===== config.mk =====
export PLATFORM = sky130hd
export DESIGN_NAME = ad_vpp_meter
export DESIGN_NICKNAME = d
export VERILOG_FILES = /design/src/rtl/ad_meter_pkg.sv /design/src/rtl/ad_hyst_cmp.sv /design/src/rtl/ad_vpp_meter.sv
export SDC_FILE = /design/constraint.sdc
export NUM_CORES = 1
export LEC_CHECK = 0
export ABC_CLOCK_PERIOD_IN_PS = 8970
export BUFFER_PORTS_ARGS = -buffer_cell sky130_fd_sc_hd__buf_2
export CORE_MARGIN = 3
export CORE_UTILIZATION = 55
export DETAILED_ROUTE_END_ITERATION = 10
export GPL_ROUTABILITY_DRIVEN = 1
export PLACE_DENSITY = 0.74
export REMOVE_ABC_BUFFERS = 1
export SLEW_MARGIN = 25
export SYNTH_ARGS = -nofsm -noshare
export SYNTH_HDL_FRONTEND = slang
export SYNTH_HIERARCHICAL = 1
export SYNTH_SLANG_ARGS = --single-unit

===== constraint.sdc =====
create_clock -name clk -period 8.97 [get_ports clk]
set_clock_uncertainty 0.1 [all_clocks]
set_input_delay 1.794 -clock clk [delete_from_list [all_inputs] [get_ports clk]]
set_output_delay 1.794 -clock clk [all_outputs]
set_load 0.03 [all_outputs]

===== src/rtl/ad_meter_pkg.sv =====
// Shared defaults and small arithmetic helpers for the ADC amplitude meter.
// The saturating helpers work on plain 32-bit integers. Callers cast the
// result back to their own code width.
package ad_meter_pkg;

  // Default ADC code width and analogue scaling of the front end
  localparam int unsigned DEF_DW      = 12;
  localparam int unsigned DEF_VREF_MV = 5000;
  localparam int unsigned DEF_HYST    = 64;
  localparam int unsigned DEF_WIN_CYC = 50_000_000;

  // Width of the mV result and the guard bits used for the mV scaling product
  localparam int unsigned MV_W        = 16;

  // Mid-scale code for a dw-bit converter; this is the comparator's starting level
  function automatic int unsigned mid_code(input int unsigned dw);
    return 32'd1 << (dw - 32'd1);
  endfunction

  // Largest code representable in dw bits
  function automatic int unsigned full_code(input int unsigned dw);
    return (32'd1 << dw) - 32'd1;
  endfunction

  // a + b, clamped to the top of a dw-bit code range
  function automatic int unsigned sat_add(input int unsigned a,
                                          input int unsigned b,
                                          input int unsigned dw);
    int unsigned s;
    s = a + b;
    return (s > full_code(dw)) ? full_code(dw) : s;
  endfunction

  // a - b, clamped at code zero
  function automatic int unsigned sat_sub(input int unsigned a,
                                          input int unsigned b);
    return (a < b) ? 32'd0 : (a - b);
  endfunction

endpackage : ad_meter_pkg


===== src/rtl/ad_hyst_cmp.sv =====
// Hysteresis comparator that squares the ADC stream for the frequency counter.
// The switching levels are thresh+HYST and thresh-HYST. Both levels clamp to
// the code range, so a threshold near either rail still gives usable bounds.
// When the last window measured too little amplitude, the output holds its
// value. This stops noise on a flat input from clocking the counter.
module ad_hyst_cmp
  import ad_meter_pkg::*;
#(
  parameter int unsigned DW   = DEF_DW,
  parameter int unsigned HYST = DEF_HYST
) (
  input  logic          clk,
  input  logic          rst_n,
  input  logic [DW-1:0] i_sample,
  input  logic          i_valid,
  input  logic [DW-1:0] i_thresh,
  input  logic          i_sig_low,
  output logic          o_f_in
);

  logic [DW-1:0] w_hi;
  logic [DW-1:0] w_lo;
  logic          w_above;
  logic          w_below;
  logic          r_f_in;

  // Upper and lower switching levels, clamped to the code range
  assign w_hi    = DW'(sat_add(32'(i_thresh), HYST, DW));
  assign w_lo    = DW'(sat_sub(32'(i_thresh), HYST));

  // The comparisons are strict. A sample exactly on a level leaves the output unchanged.
  assign w_above = (i_sample > w_hi);
  assign w_below = (i_sample < w_lo);

  // Output register: set above the upper level, clear below the lower level, hold otherwise
  always_ff @(posedge clk or negedge rst_n) begin
    if (!rst_n) begin
      r_f_in <= 1'b0;
    end else if (i_valid && !i_sig_low) begin
      if (w_above) begin
        r_f_in <= 1'b1;
      end else if (w_below) begin
        r_f_in <= 1'b0;
      end
    end
  end

  assign o_f_in = r_f_in;

endmodule : ad_hyst_cmp


===== src/rtl/ad_vpp_meter.sv =====
// ADC amplitude meter and signal squarer.
// Each window of WIN_CYC clocks collects the minimum and maximum code of the
// valid samples. At the end of the window the block publishes:
//   - the two extremes,
//   - the mid-level used as the comparator threshold,
//   - a low-amplitude flag.
// One clock later it publishes the peak-to-peak amplitude in mV together
// with a one-cycle completion pulse. A window with no valid samples changes
// none of the published values.
module ad_vpp_meter
  import ad_meter_pkg::*;
#(
  parameter int unsigned DW      = DEF_DW,
  parameter int unsigned WIN_CYC = DEF_WIN_CYC,
  parameter int unsigned VREF_MV = DEF_VREF_MV,
  parameter int unsigned HYST    = DEF_HYST
) (
  input  logic            clk,
  input  logic            rst_n,
  input  logic [DW-1:0]   ad_data_in,
  input  logic            ad_valid,
  input  logic            clr,
  output logic            f_in,
  output logic [MV_W-1:0] vpp_mv,
  output logic [DW-1:0]   vmax_code,
  output logic [DW-1:0]   vmin_code,
  output logic [DW-1:0]   thresh_code,
  output logic            sig_low,
  output logic            meas_valid
);

  localparam int unsigned CW = (WIN_CYC > 1) ? $clog2(WIN_CYC) : 1;
  localparam int unsigned PW = DW + MV_W;

  localparam logic [CW-1:0] CNT_LAST   = CW'(WIN_CYC - 1);
  localparam logic [DW-1:0] LOW_LIM    = DW'(2 * HYST);
  localparam logic [DW-1:0] THRESH_RST = DW'(mid_code(DW));

  // Parameter sanity checks, evaluated at elaboration time
  if (DW < 8 || DW > 16) begin : g_bad_dw
    $error("ad_vpp_meter: DW must be within 8..16");
  end
  if (WIN_CYC < 4) begin : g_bad_win
    $error("ad_vpp_meter: WIN_CYC must be at least 4");
  end
  if (VREF_MV > 65535) begin : g_bad_vref
    $error("ad_vpp_meter: VREF_MV must fit in 16 bits");
  end
  if (HYST >= (32'd1 << (DW - 2))) begin : g_bad_hyst
    $error("ad_vpp_meter: HYST must be below 2^(DW-2)");
  end

  // Input capture stage
  logic [DW-1:0]   r_s_q;
  logic            r_v_q;

  // Window timing and running extremes
  logic [CW-1:0]   r_cnt;
  logic            r_seen;
  logic [DW-1:0]   r_cur_max;
  logic [DW-1:0]   r_cur_min;

  // Published window results
  logic [DW-1:0]   r_vmax;
  logic [DW-1:0]   r_vmin;
  logic [DW-1:0]   r_thresh;
  logic [DW-1:0]   r_vpp_code;
  logic            r_sig_low;
  logic            r_pend;
  logic [MV_W-1:0] r_vpp_mv;
  logic            r_meas_valid;

  // Combinational helpers
  logic            w_end;
  logic            w_close;
  logic [DW-1:0]   w_nmax;
  logic [DW-1:0]   w_nmin;
  logic [DW:0]     w_sum;
  logic [DW-1:0]   w_mid;
  logic [DW-1:0]   w_vpp;
  logic [PW-1:0]   w_prod;
  logic [MV_W-1:0] w_mv;

  // Register the ADC code on its strobe.
  // The strobe is delayed alongside it so the two stay aligned.
  // NOTE: state registers use non-blocking (<=) so every flop samples pre-edge values.
  // NOTE: plain pipeline/data flops are reset too; no memories exist here to exempt.
  always_ff @(posedge clk or negedge rst_n) begin
    if (!rst_n) begin
      r_s_q <= '0;
      r_v_q <= 1'b0;
    end else begin
      r_v_q <= ad_valid;
      if (ad_valid) begin
        r_s_q <= ad_data_in;
      end
    end
  end

  // This is the last cycle of the window. A window closes only if it saw at
  // least one sample, either earlier or on this cycle.
  assign w_end   = (r_cnt == CNT_LAST);
  assign w_close = w_end && (r_seen || r_v_q);

  // Extremes including the current sample.
  // The first sample of a window replaces both extremes outright.
  // NOTE: every always_comb output gets a default first so no latch is inferred.
  always_comb begin
    w_nmax = r_cur_max;
    w_nmin = r_cur_min;
    if (!r_seen) begin
      w_nmax = r_s_q;
      w_nmin = r_s_q;
    end else if (r_v_q) begin
      if (r_s_q > r_cur_max) begin
        w_nmax = r_s_q;
      end
      if (r_s_q < r_cur_min) begin
        w_nmin = r_s_q;
      end
    end
  end

  // The mid-level uses one extra bit so max+min cannot overflow before the halving.
  assign w_sum  = {1'b0, w_nmax} + {1'b0, w_nmin};
  assign w_mid  = DW'(w_sum >> 1);
  assign w_vpp  = w_nmax - w_nmin;

  // Scale codes to mV: (vpp * VREF_MV) / 2^DW, truncated.
  // The product is wide enough for any 16-bit reference voltage.
  assign w_prod = PW'(r_vpp_code) * PW'(VREF_MV);
  assign w_mv   = MV_W'(w_prod >> DW);

  // Window counter. It wraps every WIN_CYC clocks. A clear restarts it from zero.
  always_ff @(posedge clk or negedge rst_n) begin
    if (!rst_n) begin
      r_cnt <= '0;
    end else if (clr || w_end) begin
      r_cnt <= '0;
    end else begin
      r_cnt <= r_cnt + CW'(1);
    end
  end

  // Running extremes for the current window.
  // A clear or the end of a window marks the next window as empty.
  always_ff @(posedge clk or negedge rst_n) begin
    if (!rst_n) begin
      r_seen    <= 1'b0;
      r_cur_max <= '0;
      r_cur_min <= '0;
    end else if (clr || w_end) begin
      r_seen    <= 1'b0;
    end else if (r_v_q) begin
      r_seen    <= 1'b1;
      r_cur_max <= w_nmax;
      r_cur_min <= w_nmin;
    end
  end

  // Publish the extremes, threshold and amplitude code when a non-empty window closes
  always_ff @(posedge clk or negedge rst_n) begin
    if (!rst_n) begin
      r_vmax     <= '0;
      r_vmin     <= '0;
      r_thresh   <= THRESH_RST;
      r_vpp_code <= '0;
      r_sig_low  <= 1'b0;
    end else if (!clr && w_close) begin
      r_vmax     <= w_nmax;
      r_vmin     <= w_nmin;
      r_thresh   <= w_mid;
      r_vpp_code <= w_vpp;
      r_sig_low  <= (w_vpp < LOW_LIM);
    end
  end

  // Flag that the mV conversion of a freshly closed window is due next cycle
  always_ff @(posedge clk or negedge rst_n) begin
    if (!rst_n) begin
      r_pend <= 1'b0;
    end else begin
      r_pend <= !clr && w_close;
    end
  end

  // Deliver the mV amplitude with its completion pulse.
  // A clear arriving in between cancels both.
  always_ff @(posedge clk or negedge rst_n) begin
    if (!rst_n) begin
      r_vpp_mv     <= '0;
      r_meas_valid <= 1'b0;
    end else if (clr) begin
      r_meas_valid <= 1'b0;
    end else begin
      r_meas_valid <= r_pend;
      if (r_pend) begin
        r_vpp_mv <= w_mv;
      end
    end
  end

  // Squarer for the frequency counter. It works on the same delayed sample stream.
  ad_hyst_cmp #(
    .DW   (DW),
    .HYST (HYST)
  ) u_hyst_cmp (
    .clk       (clk),
    .rst_n     (rst_n),
    .i_sample  (r_s_q),
    .i_valid   (r_v_q),
    .i_thresh  (r_thresh),
    .i_sig_low (r_sig_low),
    .o_f_in    (f_in)
  );

  assign vpp_mv      = r_vpp_mv;
  assign vmax_code   = r_vmax;
  assign vmin_code   = r_vmin;
  assign thresh_code = r_thresh;
  assign sig_low     = r_sig_low;
  assign meas_valid  = r_meas_valid;

endmodule : ad_vpp_meter


==> impl_metrics.py, run 1 <==
metrics = {
    "sta": {
        "rsz0062_at_grt": "false",
        "layout_min_cycle_time_ns": 4.737,
        "setup_violations": 0,
        "slew_headroom_pct": 34.83,
        "hold_viol_final": 0,
        "tightest_slew_ns": 0.9775,
        "fin_crit_sh_pct": 52.81,
        "finalSetupTns_ns": 0,
        "slew_violations": 0,
        "fmax_mhz": 211.1,
    },
    "synth": {
        "synth_area_um2": 9777,
        "syn_area_per_cell_um2": 9.137,
        "synthCells": 1070,
        "ys_ff_latch": 129,
        "ys_seq_area_share_pct": 33.03,
        "ys_types": 69,
        "yosysWarnings": 6,
        "async_reset_ff_share_pct": 100.0,
        "ys.flop_type": "dfrtp_1",
        "synth_edf_count": 0,
    },
    "floorplan": {
        "ios": 71,
        "die_w_um": 139.3,
        "die_area_um2": 19410,
        "die_y_um": 139.3,
        "start_util_pct": 56.33,
        "core_um2": 17360,
        "rows": 48,
    },
    "clock_network": {
        "cts_hold_buffers": 0,
        "h-tree-depth": 4,
        "path_clk_slew_ns": 0.06,
        "cts_sinks": 129,
        "insertion_delay_ns": 0.42,
        "cts_buffer_depth": 2,
        "cts_buffers": 17,
        "post_cts_buffers": 0,
        "cts-resized-gates": 0,
        "cts_tree": "built",
        "cts_root_buf": "clkbuf_16",
    },
    "detailed_routing": {
        "avgViaCountPerCell": 5.819,
        "wl_per_cell_um": 16.89,
        "vias": 7897,
        "drt-pass1-iter-count": 5,
        "drc_errors": 0,
        "initialDrtViolationCount": 524,
        "drt_wl_total_mm": 22.91,
        "final_antenna_net_count": 0,
    },
    "global_routing": {
        "grt_pass1_vias": 7697,
        "grt_usage_pct": 24.37,
        "antenna_found_initial": 0,
        "overflow": 0,
        "grt_pass1_wl_mm": 38.62,
        "grt_start_max_net_pins": 73,
    },
    "hold_path": {
        "whs_path_depth": 2,
        "hold_class": "flop to flop",
        "min-delay-start": "vpp_mv[9]$_DFFE_PN0P_",
    },
    "flow_run": {
        "drv_cap": 0,
    },
    "power_and_ir_drop": {
        "clkPwrFrac_pct": 37.0,
        "intPower_w": 0.001335,
        "pwr-share-comb_pct": 29.7,
        "power_density_nw_per_um2": 184.6,
        "irDropWorstVdd_v": 0.0001609,
        "swShare_pct": 33.32,
        "leakagePower_nw": 5.421,
        "switching_power_w": 0.0006671,
        "p_seq_share_pct": 33.2,
    },
    "placement": {
        "dp_hpwl_mm": 16.83,
        "portBuffers": 67,
        "gp_congestion": 0.9206,
    },
    "setup_path": {
        "reg2reg_to": "vpp_mv[7]$_DFFE_PN0P_",
        "critPathCaptureType": "flop",
        "rrSetupSlack_ns": 4.23,
        "critPathMaxFanout": 7,
        "crit_type": "flop to flop",
        "crit_path_end": "vpp_mv[7]$_DFFE_PN0P_",
        "cp-start-kind": "flop",
        "reg2reg_depth": 15,
        "crit_required_ns": 9.20,
        "crit_start": "r_vpp_code[7]$_DFFE_PN0P_",
        "r2r-start": "r_vpp_code[7]$_DFFE_PN0P_",
        "cp.arrival_ns": 4.96,
    },
    "outcome": {
        "status": "finished, final reports clean",
    },
    "final_layout": {
        "syn_to_final_growth_pct": 10.92,
        "fin_util_pct": 62.48,
        "drive_above_1_share_pct": 12.81,
        "num_antenna_cells": 0,
        "multi_input_area_um2": 5942,
        "fillers": 1481,
        "nNetsFinal": 1288,
        "seq_area_um2": 3229,
    },
}
-- flip-flops by register name, indices dropped and copies added (netlist names) --
signal,flops
vmin_code,12
u_hyst_cmp/o_f_in,1
r_vpp_code,12
r_cur_max,12
vmax_code,12
sig_low,1
meas_valid,1
thresh_code,12
r_pend,1
r_cnt,26
r_v_q,1
r_s_q,12
r_seen,1
vpp_mv,13
r_cur_min,12
-- synthesized netlist by cell type (all sizes together), types with 3 or more instances --
master	count	area [um2]
a2111oi	3	26.28
a211oi	15	112.6
a21o	17	127.6
a21oi	45	225.2
a31oi	25	156.4
and2	14	87.58
and3	5	32.53
and4	3	28.78
buf	17	121.4
clkbuf	25	93.84
dfrtp	128	3203
fa	24	480.5
ha	128	1602
inv	105	394.1
mux2	37	416.7
nand2	104	390.4
nand2b	9	56.30
nand3	29	162.7
nand4	19	118.9
nor2	84	315.3
nor2b	4	25.02
nor3	19	100.1
nor3b	3	22.52
nor4	3	25.02
o2111ai	4	35.03
o211ai	7	52.55
o21a	7	52.55
o21ai	76	387.9
o21bai	8	60.06
o31ai	8	60.06
or3	21	131.4
xnor2	30	262.8
xor2	14	122.6
-- worst min-delay path by stage --
stage	slack, ns	to
after floorplan	0.38	r_cnt[0]$_DFF_PN0_
after global placement	0.36	vpp_mv[12]$_DFFE_PN0P_
after detailed placement	0.36	vpp_mv[9]$_DFFE_PN0P_
after CTS	0.37	vpp_mv[9]$_DFFE_PN0P_
after global routing	0.39	vpp_mv[3]$_DFFE_PN0P_
final	0.37	vpp_mv[9]$_DFFE_PN0P_
-- power groups by stage --
stage	clock [W]	combinational [W]	sequential, W
2_1_floorplan	0	0.000439	0.000661
3_3_place_gp	0	0.000570	0.000672
3_5_place_dp	0	0.000584	0.000674
4_1_cts	0.000748	0.000589	0.000664
5_1_grt	0.000779	0.000667	0.000671
6_report	0.000742	0.000595	0.000665
-- per-layer routing --
layer  GRT usage [%]  wire [um]
met4           7.930        409
met1           33.83      10600
met3           4.639       1193
met5               0          0
met2           38.73      10710
-- area by class of cell --
cell class	instances	area share, %
flip-flops and latches	129	29.78
repair buffers	71	3.392
clock inverters	12	1.685
multi-input cells	795	54.79
clock buffers	19	4.084
well taps	225	2.596
inverters	106	3.669
-- per-stage QoR --
stage | instances | power (W) | cell area (um2) | setup slack (ns) | hold slack [ns]
after CTS | 1357 | 0.002001 | 10840 | 4.216 | 0.3746
after global routing | 1357 | 0.002117 | 10840 | 3.785 | 0.3870
after global placement | 1326 | 0.001242 | 10220 | 4.375 | 0.3563
after detailed placement | 1326 | 0.001258 | 10220 | 4.289 | 0.3617
after floorplan | 1030 | 0.001100 | 9569 | 4.669 | 0.3761
final | 1357 | 0.002002 | 10840 | 4.233 | 0.3695
-- critical path: stages (launching register included) --
cell and delay (ns):
dfrtp_1 0.53, fa_1 0.49, ha_1 0.29, inv_1 0.05, fa_1 0.53, inv_1 0.04, ha_1 0.26, inv_1 0.05
fa_1 0.50, inv_1 0.04, ha_1 0.37, a211o_1 0.28, o21ai_1 0.42, a21boi_0 0.28, o21a_1 0.23, o31ai_1 0.17
-- kinds of logic after synthesis --
group | share of synthesized area (%)
buf+inv | 6.271
simple gates | 16.47
xor+xnor | 3.942
compound gates | 14.59
other cells | 0.03836
mux | 4.364
fa+ha+maj | 21.30
flops | 33.03
-- layout by cell type (no fill, tap or decap), types with 15 or more instances in the layout --
cell / count
buf_2: 66
mux2_2: 27
or3_1: 21
nand2_1: 104
ha_1: 128
nor3_1: 18
xnor2_1: 30
inv_1: 104
clkbuf_16: 17
a31oi_1: 25
nor2_1: 84
dfrtp_1: 128
a211oi_1: 15
fa_1: 24
a21oi_1: 45
nand3_1: 27
a21o_1: 17
o21ai_0: 72
nand4_1: 19
No activity file was read; power rests on OpenSTA's default activity.
==> inputs of run 2 (changes only) <==
- ABC_CLOCK_PERIOD_IN_PS: 8970 -> 3900
- PLACE_DENSITY: 0.74 -> 0.77
- clock period: 8.97 -> 3.9 ns (I/O delays scaled with it)
==> run 2 against run 1 <==
Net effect: utilization rose by 9.2 points; sequential power up 130%; clock power up 130%; critical path depth up 2; register-to-register slack lost 4.5 ns; cell count grew 11%; setup slack got worse by 4.5 ns; first-iteration DRC count shrank 2.9%; via count rose by 9.8%; the flow now finishes with violations (negative setup slack).
==> impl_metrics.py, run 2 (synthesis results as in run 1) <==
metrics = {
    "outcome": {
        "status": "finished with violations",
        "violations": "negative setup slack",
    },
    "setup_path": {
        "reg2reg_to": "vpp_mv[10]$_DFFE_PN0P_",
        "crit_start": "r_vpp_code[6]$_DFFE_PN0P_",
        "critPathCaptureType": "flop",
        "reg2reg_depth": 17,
        "cp.arrival_ns": 4.35,
        "critPathMaxFanout": 7,
        "cp-start-kind": "flop",
        "crit_required_ns": 4.08,
        "crit_type": "flop to flop",
        "rrSetupSlack_ns": -0.27,
        "crit_path_end": "vpp_mv[10]$_DFFE_PN0P_",
        "r2r-start": "r_vpp_code[6]$_DFFE_PN0P_",
    },
    "final_layout": {
        "largest_reg_flops": 26,
        "fin_util_pct": 71.67,
        "syn_to_final_growth_pct": 27.23,
        "nNetsFinal": 1436,
        "layout_commonest_cell": "buf_4",
        "final_cell_mix": "buf_4, dfrtp_1, ha_1, nand2_1, inv_1",
        "fillers": 1221,
        "multi_input_area_um2": 6350,
        "top_register": "r_cnt",
        "postLayoutCellArea_um2": 12440,
        "num_antenna_cells": 0,
        "seq_area_um2": 3234,
        "drive_above_1_share_pct": 28.88,
    },
    "power_and_ir_drop": {
        "power_density_nw_per_um2": 420.0,
        "intPower_w": 0.003468,
        "power_w": 0.005224,
        "swShare_pct": 33.62,
        "irDropWorstVdd_v": 0.0003792,
        "clkPwrFrac_pct": 33.0,
        "pwr-share-comb_pct": 38.3,
        "p_seq_share_pct": 28.7,
        "leakagePower_nw": 6.180,
        "switching_power_w": 0.001757,
    },
    "clock_network": {
        "cts_buffer_depth": 2,
        "cts_tree": "built",
        "cts_buffers": 17,
        "cts_sinks": 129,
        "cts_root_buf": "clkbuf_16",
        "h-tree-depth": 4,
        "path_clk_slew_ns": 0.07,
        "insertion_delay_ns": 0.43,
        "cts_hold_buffers": 0,
    },
    "floorplan": {
        "core_um2": 17360,
        "start_util_pct": 56.33,
        "die_w_um": 139.3,
        "die_y_um": 139.3,
        "ios": 71,
        "rows": 48,
        "die_area_um2": 19410,
    },
    "global_routing": {
        "grt_usage_pct": 25.70,
        "grt_pass1_vias": 8590,
        "grt_start_max_net_pins": 66,
        "grt_pass1_wl_mm": 41.04,
        "overflow": 0,
        "antenna_found_initial": 0,
    },
    "placement": {
        "gp_congestion": 0.9123,
        "portBuffers": 67,
        "dp_hpwl_mm": 18.55,
        "dp_slack_ns": -0.4506,
        "placed_area_um2": 11300,
    },
    "detailed_routing": {
        "drt-pass1-iter-count": 5,
        "initialDrtViolationCount": 509,
        "avgViaCountPerCell": 5.757,
        "drt_wl_total_mm": 25.45,
        "vias": 8670,
        "drc_errors": 0,
        "wl_per_cell_um": 16.90,
        "final_antenna_net_count": 0,
    },
    "flow_run": {
        "drv_cap": 0,
    },
    "sta": {
        "timing.hold.ws_ns": 0.3436,
        "setup_ws_ns": -0.2672,
        "fmax_mhz": 240.0,
        "setup_violations": 9,
        "layout_min_cycle_time_ns": 4.167,
        "slew_violations": 0,
        "tightest_slew_ns": 0.8595,
        "hold_viol_final": 0,
        "fin_crit_sh_pct": 106.9,
        "slew_headroom_pct": 42.70,
        "rsz0062_at_grt": "true",
    },
    "hold_path": {
        "hold_class": "primary input to asynchronous set/reset pin",
    },
}
==> run 2: cell types whose count changed in the layout (fill, tap and decap cells not counted), sizes merged <==
cell and change:
inv +2, buf +148, clkinvlp -1, clkinv +2
clkbuf -2
==> run 2: what timing repair did <==
item	in CTS	in global routing
pin swaps	24	33
setup buffers	1	7
setup endpoints to repair	20	26
gates resized for setup	42	73
cloned	0	1
==> run 2: worst max-delay path, stage by stage, from the launching register on <==
cell       delay, ns
dfrtp_2         0.44
fa_1            0.49
ha_1            0.30
inv_2           0.04
fa_1            0.47
inv_1           0.05
ha_1            0.26
inv_1           0.05
fa_1            0.49
inv_2           0.05
ha_4            0.27
o2111ai_2       0.13
a21oi_2         0.13
o21ai_2         0.07
buf_6           0.16
a21oi_2         0.13
mux2i_1         0.24
o311ai_1        0.14
==> run 2: layout make-up <==
type,instances,share of cell area [%]
Clock buffer,17,3.420
Inverter,106,3.199
Tap cell,225,2.263
Multi-Input combinational cell,795,51.05
Timing Repair Buffer,219,12.41
Clock inverter,15,1.660
Sequential cell,129,26.00
==> run 2: worst min-delay path by stage <==
stage	to	startpoint	cells past startpoint	slack [ns]
final	vpp_mv[10]$_DFFE_PN0P_	rst_n	1	0.34
after global routing	vpp_mv[12]$_DFFE_PN0P_	vpp_mv[12]$_DFFE_PN0P_	2	0.39
after CTS	meas_valid$_DFF_PN0_	rst_n	1	0.38
after detailed placement	vpp_mv[4]$_DFFE_PN0P_	vpp_mv[4]$_DFFE_PN0P_	2	0.37
after global placement	vpp_mv[11]$_DFFE_PN0P_	vpp_mv[11]$_DFFE_PN0P_	2	0.36
after floorplan	meas_valid$_DFF_PN0_	rst_n	0	0.38
==> run 2: stage by stage <==
stage                     setup TNS, ns  std cells
after floorplan                  -2.877       1030
after global placement           -2.500       1465
after detailed placement         -3.904       1465
after CTS                        -1.279       1498
after global routing             -3.483       1506
final                            -1.429       1506
==> run 2: routing by layer <==
layer	vias up	track usage [%]	share of wire [%]
met2	225	43.44	50
li1	4132	-	-
met3	48	4.502	5.0
met4	0	8.342	2.3
met5	-	0	0
met1	4265	33.70	43
==> run 2: power groups by stage <==
stage          logic [W]  clock network (W)  registers (W)
2_1_floorplan    0.00101                  0        0.00152
3_3_place_gp     0.00170                  0        0.00151
3_5_place_dp     0.00175                  0        0.00152
4_1_cts          0.00178            0.00175        0.00149
5_1_grt          0.00218            0.00180        0.00151
6_report         0.00200            0.00173        0.00150
==> inputs of run 3 (changes only) <==
- ABC_CLOCK_PERIOD_IN_PS: 3900 -> 3500
- clock period: 3.9 -> 3.5 ns (I/O delays scaled with it)
==> run 3 against run 2 <==
Net effect: the run still ends with negative setup slack left; sequential cell count unchanged; register-to-register slack got worse by 0.53 ns; critical endpoint is now vpp_mv[11]$_DFFE_PN0P_; maximum frequency shrank 3.0%; critical path depth rose by 2; critical path type unchanged; highest routed layer unchanged; count of clock-buffer cells in the layout unchanged; setup slack worse by 0.53 ns; largest cell class unchanged; routed wire length grew 46%.
==> impl_metrics.py, run 3 (synthesis results as in run 1) <==
metrics = {
    "outcome": {
        "status": "finished with violations",
        "violations": "negative setup slack",
    },
    "floorplan": {
        "core_um2": 17360,
        "start_util_pct": 56.33,
        "die_y_um": 139.3,
        "ios": 71,
        "rows": 48,
        "die_w_um": 139.3,
        "die_area_um2": 19410,
    },
    "setup_path": {
        "critPathMaxFanout": 7,
        "reg2reg_to": "vpp_mv[11]$_DFFE_PN0P_",
        "crit_type": "flop to flop",
        "critPathCaptureType": "flop",
        "reg2reg_depth": 19,
        "r2r-start": "r_vpp_code[5]$_DFFE_PN0P_",
        "rrSetupSlack_ns": -0.80,
        "crit_required_ns": 3.74,
        "cp.arrival_ns": 4.54,
        "cp-start-kind": "flop",
    },
    "detailed_routing": {
        "wl_per_cell_um": 23.32,
        "drt_wl_total_mm": 37.25,
        "final_antenna_net_count": 0,
        "drc_errors": 0,
        "drt-pass1-iter-count": 6,
        "initialDrtViolationCount": 1182,
        "vias": 10200,
        "avgViaCountPerCell": 6.385,
    },
    "sta": {
        "setup_violations": 29,
        "fin_crit_sh_pct": 122.8,
        "finalSetupTns_ns": -12.56,
        "hold_viol_final": 0,
        "slew_headroom_pct": 45.35,
        "fmax_mhz": 232.7,
        "tightest_slew_ns": 0.8197,
        "rsz0062_at_grt": "true",
        "layout_min_cycle_time_ns": 4.297,
        "slew_violations": 0,
        "setup_ws_ns": -0.7965,
    },
    "final_layout": {
        "final_cell_mix": "buf_4, dfrtp_1, inv_1, ha_1, nand2_1",
        "largest_reg_flops": 26,
        "nNetsFinal": 1526,
        "top_register": "r_cnt",
        "layout_commonest_cell": "buf_4",
        "syn_to_final_growth_pct": 41.68,
        "postLayoutCellArea_um2": 13850,
        "drive_above_1_share_pct": 41.06,
    },
    "power_and_ir_drop": {
        "leakagePower_nw": 6.691,
        "power_density_nw_per_um2": 497.5,
        "irDropWorstVdd_v": 0.0004877,
        "power_w": 0.006891,
    },
    "placement": {
        "dp_hpwl_mm": 18.83,
        "placed_area_um2": 11730,
        "gp_congestion": 0.9209,
        "portBuffers": 67,
    },
    "clock_network": {
        "h-tree-depth": 4,
        "insertion_delay_ns": 0.45,
        "cts_root_buf": "clkbuf_16",
        "cts_sinks": 129,
        "path_clk_slew_ns": 0.06,
        "cts_buffer_depth": 2,
        "cts_hold_buffers": 0,
        "cts_buffers": 17,
        "cts_tree": "built",
    },
    "global_routing": {
        "antenna_found_initial": 0,
        "grt_pass1_wl_mm": 50.89,
        "overflow": 0,
        "grt_pass1_vias": 9844,
        "grt_usage_pct": 32.50,
        "grt_start_max_net_pins": 53,
    },
    "flow_run": {
        "drv_cap": 0,
    },
    "hold_path": {
        "hold_class": "primary input to asynchronous set/reset pin",
    },
}
-- run 3: changes by cell type in the layout (fill, tap and decap cells not counted), sizes merged --
cell	before	now
buf	219	309
clkinvlp	2	5
diode	0	1
bufinv	4	1
-- run 3: worst max-delay path: stages (launching register included) --
cell and delay (ns):
dfrtp_2 0.48, buf_6 0.15, fa_1 0.50, ha_2 0.18, inv_1 0.06, fa_1 0.55
inv_2 0.05, ha_4 0.26, inv_2 0.03, fa_2 0.52, inv_2 0.04, ha_4 0.15
buf_4 0.14, nor2_1 0.16, a21oi_2 0.08, o21ai_2 0.08, buf_6 0.18, a211oi_4 0.07
o21a_1 0.19, o31ai_2 0.24
-- run 3: area by class of cell --
cell class | count | area (um2)
antenna | 1 | 2.502
clock buffer | 17 | 425.4
clock inverter | 15 | 135.1
fill | 906 | 3505
inverter | 106 | 401.6
multi-input combinational | 795 | 7059
sequential | 129 | 3239
tap | 225 | 281.5
timing repair buffer | 309 | 2307
-- run 3: repair_timing --
action | in CTS | in global routing
pin swaps | 77 | 65
setup endpoints to repair | 31 | 32
setup buffers | 25 | 18
resized for setup | 182 | 116
cloned | 1 | 0
-- run 3: per-layer routing --
metal	routed length, um	track usage [%]	up-vias
met2	17550	54.96	755
met5	0	0	-
li1	-	-	4302
met1	13330	40.55	4819
met4	2973	15.19	0
met3	3393	5.739	321
-- run 3: worst max path at each step --
stage / startpoint / cells past startpoint / slack (ns) / to
after floorplan: r_vpp_code[5]$_DFFE_PN0P_ / 15 / -0.80 / vpp_mv[7]$_DFFE_PN0P_
after global placement: r_vpp_code[5]$_DFFE_PN0P_ / 16 / -0.71 / vpp_mv[12]$_DFFE_PN0P_
after detailed placement: r_vpp_code[5]$_DFFE_PN0P_ / 17 / -0.81 / vpp_mv[7]$_DFFE_PN0P_
after CTS: r_vpp_code[5]$_DFFE_PN0P_ / 16 / -0.68 / vpp_mv[11]$_DFFE_PN0P_
after global routing: r_vpp_code[5]$_DFFE_PN0P_ / 16 / -0.88 / vpp_mv[9]$_DFFE_PN0P_
final: r_vpp_code[5]$_DFFE_PN0P_ / 19 / -0.80 / vpp_mv[11]$_DFFE_PN0P_
-- run 3: per-stage QoR --
stage | utilization [%] | hold slack, ns | setup WS, ns | cells
global placement | 67.58 | 0.3575 | -0.7114 | 1524
floorplan | - | 0.3044 | -0.8013 | 1030
global route | 79.79 | 0.2562 | -0.8790 | 1596
detailed placement | 67.58 | 0.3649 | -0.8077 | 1524
finish | 79.81 | 0.1975 | -0.7965 | 1597
CTS | 76.43 | 0.2413 | -0.6757 | 1580
-- run 3: power breakdown --
part           total, W  switching (W)  internal [W]
combinational   0.00344        0.00180       0.00164
clock           0.00176       0.000783      0.000981
sequential      0.00169      0.0000926       0.00159
